$ cat config.mk
export PLATFORM = sky130hd
export DESIGN_NAME = fir_flat
export DESIGN_NICKNAME = d
export VERILOG_FILES = /design/src/rtl/fir_if.sv /design/src/rtl/fir.sv /design/src/flat_wrapper.sv
export SDC_FILE = /design/constraint.sdc
export NUM_CORES = 1
export LEC_CHECK = 0
export CORE_ASPECT_RATIO = 0.6
export CORE_MARGIN = 2
export CORE_UTILIZATION = 40
export CTS_BUF_LIST = sky130_fd_sc_hd__clkbuf_16
export CTS_CLUSTER_SIZE = 28
export DETAILED_ROUTE_END_ITERATION = 12
export HOLD_SLACK_MARGIN = 0.1
export REMOVE_ABC_BUFFERS = 1
export SKIP_CTS_REPAIR_TIMING = 1
export SYNTH_ARGS = -nofsm -noshare
export SYNTH_HDL_FRONTEND = slang
export SYNTH_SLANG_ARGS = --single-unit
$ cat constraint.sdc
create_clock -name clk -period 51.6 [get_ports clk]
set_input_delay 5.16 -clock clk [delete_from_list [all_inputs] [get_ports clk]]
set_output_delay 5.16 -clock clk [all_outputs]
set_load 0.02 [all_outputs]
$ cat src/rtl/fir_if.sv
// Sample/result handshake bundle for the fir block.
//   in    : float32 sample from the source, valid the cycle after next was seen
//   stop  : source exhausted, sampled by the filter when it loads a sample
//   next  : one-cycle request for a new sample (filter -> source)
//   out   : float32 result, held until the next result
//   ready : one-cycle strobe marking a new result on out
// master = sample source / result sink side, slave = filter side.
interface fir_if;
    logic [31:0] in;
    logic        stop;
    logic        next;
    logic [31:0] out;
    logic        ready;

    modport master (
        output in,
        output stop,
        input  next,
        input  out,
        input  ready
    );

    modport slave (
        input  in,
        input  stop,
        output next,
        output out,
        output ready
    );
endinterface

$ cat src/rtl/fir.sv
// Single-channel float32 FIR filter with one shared multiplier and adder.
// Requests a sample, shifts it into the history, then accumulates
// c[k]*x[k] for k = 0..TAPS-1 one term per cycle and strobes the result.
// Ports:
//   clk   : clock, all state on posedge
//   rst   : asynchronous active-low reset
//   bus   : fir_if.slave (in, stop, next, out, ready)
// Parameters:
//   TAPS  : number of coefficients / history depth (>= 1)
//   COEF  : packed float32 coefficients, COEF[32*k +: 32] = c[k]
// Build option:
//   FIR_SAT_EN : finite-operand overflow clamps to +/-max finite instead of Inf
module fir #(
    parameter int unsigned            TAPS = 4,
    parameter logic [32*TAPS-1:0]     COEF = {TAPS{32'h3E80_0000}}
) (
    input  logic clk,
    input  logic rst,
    fir_if.slave bus
);

    localparam int unsigned KW       = (TAPS > 1) ? $clog2(TAPS) : 1;
    localparam logic [31:0] QNAN     = 32'h7FC0_0000;
    localparam logic [30:0] INF_MAG  = 31'h7F80_0000;
`ifdef FIR_SAT_EN
    localparam logic [30:0] OVF_MAG  = 31'h7F7F_FFFF;
`else
    localparam logic [30:0] OVF_MAG  = 31'h7F80_0000;
`endif

    typedef enum logic [2:0] {
        IDLE = 3'd0,
        REQ  = 3'd1,
        LOAD = 3'd2,
        MAC  = 3'd3,
        OUT  = 3'd4,
        DONE = 3'd5
    } state_t;

    // Float32 multiply, RNE, subnormals flushed to signed zero.
    function automatic logic [31:0] fmul(input logic [31:0] a, input logic [31:0] b);
        logic              sa, sb, s;
        logic [7:0]        ea, eb;
        logic [22:0]       fa, fb;
        logic              nan_a, nan_b, inf_a, inf_b, zro_a, zro_b;
        logic [47:0]       p;
        logic [23:0]       m;
        logic              g, st, up;
        logic [24:0]       mr;
        logic [22:0]       frac;
        logic signed [9:0] e;
        logic [31:0]       r;
        {sa, ea, fa} = a;
        {sb, eb, fb} = b;
        s     = sa ^ sb;
        nan_a = (ea == 8'hFF) && (fa != 23'd0);
        nan_b = (eb == 8'hFF) && (fb != 23'd0);
        inf_a = (ea == 8'hFF) && (fa == 23'd0);
        inf_b = (eb == 8'hFF) && (fb == 23'd0);
        zro_a = (ea == 8'h00);
        zro_b = (eb == 8'h00);
        p = 48'({1'b1, fa}) * 48'({1'b1, fb});
        e = $signed({2'b00, ea}) + $signed({2'b00, eb}) - 10'sd127;
        // Product of two [1,2) mantissas lies in [1,4); renormalise on the top bit.
        if (p[47]) begin
            m  = p[47:24];
            g  = p[23];
            st = |p[22:0];
            e  = e + 10'sd1;
        end else begin
            m  = p[46:23];
            g  = p[22];
            st = |p[21:0];
        end
        up = g & (st | m[0]);
        mr = {1'b0, m} + 25'(up);
        if (mr[24]) begin
            e    = e + 10'sd1;
            frac = mr[23:1];
        end else begin
            frac = mr[22:0];
        end
        if (nan_a || nan_b)                      r = QNAN;
        else if ((inf_a && zro_b) || (zro_a && inf_b)) r = QNAN;
        else if (inf_a || inf_b)                 r = {s, INF_MAG};
        else if (zro_a || zro_b)                 r = {s, 31'd0};
        else if (e >= 10'sd255)                  r = {s, OVF_MAG};
        else if (e <= 10'sd0)                    r = {s, 31'd0};
        else                                     r = {s, e[7:0], frac};
        return r;
    endfunction

    // Float32 add, RNE, subnormals flushed to signed zero.
    function automatic logic [31:0] fadd(input logic [31:0] a, input logic [31:0] b);
        logic              sa, sb, sl;
        logic [7:0]        ea, eb, el, es, d;
        logic [22:0]       fa, fb, fl, fs;
        logic              nan_a, nan_b, inf_a, inf_b, zro_a, zro_b;
        logic [26:0]       ext_l, ext_s, sh, lost, norm;
        logic [27:0]       sum;
        logic              up;
        logic [24:0]       mr;
        logic [22:0]       frac;
        logic signed [9:0] e;
        int                lz;
        logic [31:0]       r;
        {sa, ea, fa} = a;
        {sb, eb, fb} = b;
        nan_a = (ea == 8'hFF) && (fa != 23'd0);
        nan_b = (eb == 8'hFF) && (fb != 23'd0);
        inf_a = (ea == 8'hFF) && (fa == 23'd0);
        inf_b = (eb == 8'hFF) && (fb == 23'd0);
        zro_a = (ea == 8'h00);
        zro_b = (eb == 8'h00);
        // Larger magnitude first so the subtraction never goes negative.
        if ({ea, fa} < {eb, fb}) begin
            sl = sb; el = eb; fl = fb; es = ea; fs = fa;
        end else begin
            sl = sa; el = ea; fl = fa; es = eb; fs = fb;
        end
        d     = el - es;
        ext_l = {1'b1, fl, 3'b000};
        ext_s = {1'b1, fs, 3'b000};
        // Align with guard/round bits plus a sticky bit in the LSB.
        if (d >= 8'd27) begin
            sh   = 27'd1;
            lost = 27'd0;
        end else begin
            sh    = ext_s >> d;
            lost  = ext_s & ((27'd1 << d) - 27'd1);
            sh[0] = sh[0] | (|lost);
        end
        if (sa ^ sb) sum = {1'b0, ext_l} - {1'b0, sh};
        else         sum = {1'b0, ext_l} + {1'b0, sh};
        e  = $signed({2'b00, el});
        lz = 0;
        for (int i = 0; i < 27; i++) begin
            if (sum[i]) lz = 26 - i;
        end
        if (sum[27]) begin
            norm = {sum[27:2], sum[1] | sum[0]};
            e    = e + 10'sd1;
        end else begin
            norm = sum[26:0] << lz;
            e    = e - $signed(10'(lz));
        end
        up = norm[2] & ((|norm[1:0]) | norm[3]);
        mr = {1'b0, norm[26:3]} + 25'(up);
        if (mr[24]) begin
            e    = e + 10'sd1;
            frac = mr[23:1];
        end else begin
            frac = mr[22:0];
        end
        if (nan_a || nan_b)                   r = QNAN;
        else if (inf_a && inf_b && (sa != sb)) r = QNAN;
        else if (inf_a)                       r = {sa, INF_MAG};
        else if (inf_b)                       r = {sb, INF_MAG};
        else if (zro_a && zro_b)              r = {sa & sb, 31'd0};
        else if (zro_a)                       r = b;
        else if (zro_b)                       r = a;
        else if (sum == 28'd0)                r = 32'd0;
        else if (e >= 10'sd255)               r = {sl, OVF_MAG};
        else if (e <= 10'sd0)                 r = {sl, 31'd0};
        else                                  r = {sl, e[7:0], frac};
        return r;
    endfunction

    state_t          state, state_d;
    logic [KW-1:0]   k, k_d;
    logic [31:0]     acc, acc_d;
    logic [31:0]     out_q, out_d;
    logic            next_q, next_d;
    logic            ready_q, ready_d;
    logic            shift_en;
    logic [31:0]     hist [TAPS];
    logic [31:0]     c_k, prod_c, sum_c;

    // Shared MAC datapath for the current tap.
    always_comb begin
        c_k    = COEF[32*int'(k) +: 32];
        prod_c = fmul(c_k, hist[k]);
        sum_c  = fadd(acc, prod_c);
    end

    // State register.
    always_ff @(posedge clk or negedge rst) begin
        if (!rst) state <= IDLE;
        else      state <= state_d;
    end

    // Next-state and registered-output logic; next/ready/out follow the state being entered.
    always_comb begin
        state_d  = state;
        k_d      = k;
        acc_d    = acc;
        out_d    = out_q;
        shift_en = 1'b0;
        next_d   = 1'b0;
        ready_d  = 1'b0;
        case (state)
            IDLE: state_d = REQ;
            REQ:  state_d = LOAD;
            LOAD: begin
                if (bus.stop) begin
                    state_d = DONE;
                end else begin
                    shift_en = 1'b1;
                    acc_d    = 32'd0;
                    k_d      = '0;
                    state_d  = MAC;
                end
            end
            MAC: begin
                acc_d = sum_c;
                if (k == KW'(TAPS - 1)) state_d = OUT;
                else                    k_d     = k + KW'(1);
            end
            OUT:     state_d = REQ;
            DONE:    state_d = DONE;
            default: state_d = IDLE;
        endcase
        next_d  = (state_d == REQ);
        ready_d = (state_d == OUT);
        if (state_d == OUT) out_d = acc_d;
    end

    // Datapath and output registers.
    always_ff @(posedge clk or negedge rst) begin
        if (!rst) begin
            k       <= '0;
            acc     <= 32'd0;
            out_q   <= 32'd0;
            next_q  <= 1'b0;
            ready_q <= 1'b0;
            for (int i = 0; i < TAPS; i++) hist[i] <= 32'd0;
        end else begin
            k       <= k_d;
            acc     <= acc_d;
            out_q   <= out_d;
            next_q  <= next_d;
            ready_q <= ready_d;
            if (shift_en) begin
                for (int i = TAPS - 1; i > 0; i--) hist[i] <= hist[i-1];
                hist[0] <= bus.in;
            end
        end
    end

    assign bus.next  = next_q;
    assign bus.ready = ready_q;
    assign bus.out   = out_q;

endmodule

$ cat src/flat_wrapper.sv
// flat-port wrapper written by rule: the top's interface ports become plain ports
module fir_flat 
#(
    parameter int unsigned            TAPS = 4,
    parameter logic [32*TAPS-1:0]     COEF = {TAPS{32'h3E80_0000}}
)
  (clk, rst, bus_in, bus_stop, bus_next, bus_out, bus_ready);
  fir_if bus_i ();
  input  logic clk;
  input  logic rst;
  input wire logic [$bits(bus_i.in)-1:0] bus_in;
  input wire logic [$bits(bus_i.stop)-1:0] bus_stop;
  output wire logic [$bits(bus_i.next)-1:0] bus_next;
  output wire logic [$bits(bus_i.out)-1:0] bus_out;
  output wire logic [$bits(bus_i.ready)-1:0] bus_ready;
  assign bus_i.in = bus_in;
  assign bus_i.stop = bus_stop;
  assign bus_next = bus_i.next;
  assign bus_out = bus_i.out;
  assign bus_ready = bus_i.ready;
  fir #(.TAPS(TAPS), .COEF(COEF)) u_core (.clk(clk), .rst(rst), .bus(bus_i));
endmodule
==> summary.txt <==
CP startpoint - u_core.k[0]
Core Footprint - 52900 sq um
post-synth top area share - 23.0%
async set-reset flop share out of synthesis - 100%
Post-synth EDFFs - 0
vias in the first global route - 21800
dominant synthesized flop cell - dfrtp_1
fin. max-slew vios - 1
Seq/Total Area, Yosys - 23.0%
source of the worst hold timing path - u_core.hist[7]
Initial Util - 40.8%
Port Buf Inserts - 68
r2r endpoint - u_core.acc[5]
synthesized area - 21600 sq um
area grow syn2layout - 9.32%
Synth area leaders - dfrtp_1 23%, nand2_1 12%, ha_1 5.4%
Sink Count - 199
largest area contributor in the synthesized netlist - dfrtp_1
Final ANT Viol Nets - 0
nature of the critical path endpoint - flip-flop
Top-Level Pins - 69
mux cell area share after synthesis - 8.00%
FF-to-FF setup slack - 30.50 ns
delay of the slowest cell on the worst path - 0.78 ns
routed wire length - 101000 um
Clk pin slew, worst setup/hold paths - 0.09 ns
largest net degree at the start of global routing - 118
Max Buffers Root-to-Sink - 2
Die X - 304 um
Critical Path RT - 51.94 ns
nets - 3018
Global Route Usage Sum - 35.4%
commonest non-fill, non-tap cell in the layout - nand2_1
worst hold path stage count - 2
CP max-delay cell - mux4_2
minimum clock period - 21.10 ns
critical path class - flip-flop to flip-flop
failing checks - max-capacitance violations, max-slew violations
synthesized instance count - 2909
complex-gate fraction of the synthesized area - 25.7%
antenna violations before repair - 2
Worst slew margin - -0.707%
post-DR vias/cell - 6.67
crit path launch type - flip-flop
final-report hold violation count - 0
Detailed Place HPWL - 80000 um
full die area - 56000 sq um
# H-tree levels - 4
RSZ-0062 raised after global routing - false
Yosys warnings - 0
most frequent CP cell - nand2_1
Simple-Gate Fraction of Synth Area - 29.2%
Synth Area in Adders - 5.62%
Critical Path AT - 21.43 ns
layout cells sized above 1 - 9.00%
fillcell total - 5326
DRC - 0
final period utilization - 40.9%
Root Driver - clkbuf_16
worst reg2reg path startpoint - u_core.k[0]
Pre-antenna DRT Iters - 6
grt total ovfl - 0
initial drt markers - 3629
WL/cell - 27.9 um
max cap viols - 1
routability cong. - 1.08
diode count - 0
first-pass GRT wire length - 148000 um
Worst Hold Path EP - u_core.hist[7]
CTS tree - yes
flops & latches, synth - 199
total CTS buffers - 17
crit-path leading delay family - compound AO/OA/AOI/OAI gates
Crit Path Max Fanout - 45
post-synth cell types - 121
Buf/Inv on CP - 11
setup TNS - 0 ns
Site Rows - 65
endpoints failing setup - 0
Avg Cell Area, Syn - 7.43 sq um
Slew @ Worst Pin - 1.50 ns
Via Count - 24000
most frequent cells in the layout - 686 x nand2_1, 197 x dfrtp_1, 196 x nor2_1
Max Clk Rate - 47.4 MHz
Clock Skew - 0.0185 ns
clock latency on the worst-skew pair - 0.47 ns
largest family of logic cells by synthesized area - simple AND/OR/NAND/NOR gates
status - finished with violations
worst hold-check path type - flip-flop to flip-flop
Die Y - 184 um
xor and xnor fraction of the mapped netlist area - 3.23%
Worst Reg-to-Reg Cells - 79
[synth_stat cells (all sizes together), types with 20 or more instances]
master,n
nand2,689
dfrtp,199
nor2,197
a21oi,171
o21ai,147
clkbuf,122
ha,94
inv,91
nand3,91
nor3,73
mux2i,64
buf,56
xnor2,52
a211oi,50
nand4,50
nor4,49
a31oi,44
mux4,39
a21o,36
and2,34
a22oi,33
o211ai,32
o31ai,31
and3,28
or2,28
or3,27
xor2,27
a221oi,26
o22ai,21
o2111ai,20
[area by class of cell]
type	count	area [sq um]	area share, %
Inverter	94	353	1.49
Sequential cell	199	4980	21.1
Clock buffer	17	425	1.80
Tap cell	703	880	3.72
Timing Repair Buffer	137	1200	5.09
Clock inverter	15	191	0.810
Multi-Input combinational cell	2438	15600	66.0
[registers in the layout (all words and copies together) (netlist names)]
name	flops
u_core.acc	32
u_core.bus.next	1
u_core.bus.out	32
u_core.bus.ready	1
u_core.hist	128
u_core.k	2
u_core.state	3
[routing by layer]
metal,vias up,global-route usage (%),share of wire (%)
met5,-,2.50,0.21
met3,106,14.4,15
met1,11700,56.4,48
li1,10600,-,-
met4,4,5.09,1.1
met2,1543,42.8,35
[worst min-delay path, stage by stage (launching register included)]
cell and delay (ns):
dfrtp_1 0.35, nand2_1 0.05, nand2_1 0.05
[worst max path at each step]
stage	to	slack (ns)	depth (start not counted)
finish	u_core.acc[5]	30.50	79
global route	u_core.acc[7]	29.08	79
CTS	u_core.acc[7]	31.25	76
detailed placement	u_core.acc[7]	31.38	76
global placement	u_core.acc[7]	31.40	79
floorplan	u_core.bus.out[11]	32.51	74
[stage by stage]
stage / cells / util (%) / area (sq um) / hold WS [ns] / worst slack [ns]
floorplan: 2731 / - / 20900 / 0.441 / 32.51
global placement: 3571 / 43.5 / 23000 / 0.452 / 31.40
detailed placement: 3571 / 43.5 / 23000 / 0.461 / 31.38
CTS: 3603 / 44.7 / 23600 / 0.480 / 31.25
global route: 3603 / 44.7 / 23600 / 0.495 / 29.08
finish: 3603 / 44.7 / 23600 / 0.477 / 30.50
[cells by family after synthesis]
| kind of cell | count (synthesis) |
|---|---|
| buffers and inverters | 272 |
| multiplexers | 120 |
| adder cells (fa/ha/maj) | 96 |
| XOR/XNOR | 79 |
| AND/OR/NAND/NOR | 1354 |
| AO/OA/AOI/OAI | 789 |
| flip-flops | 199 |
Power is left out: the tool's default activity adds up to more than one toggle a clock period on the data nets, which glitch-free logic cannot reach.
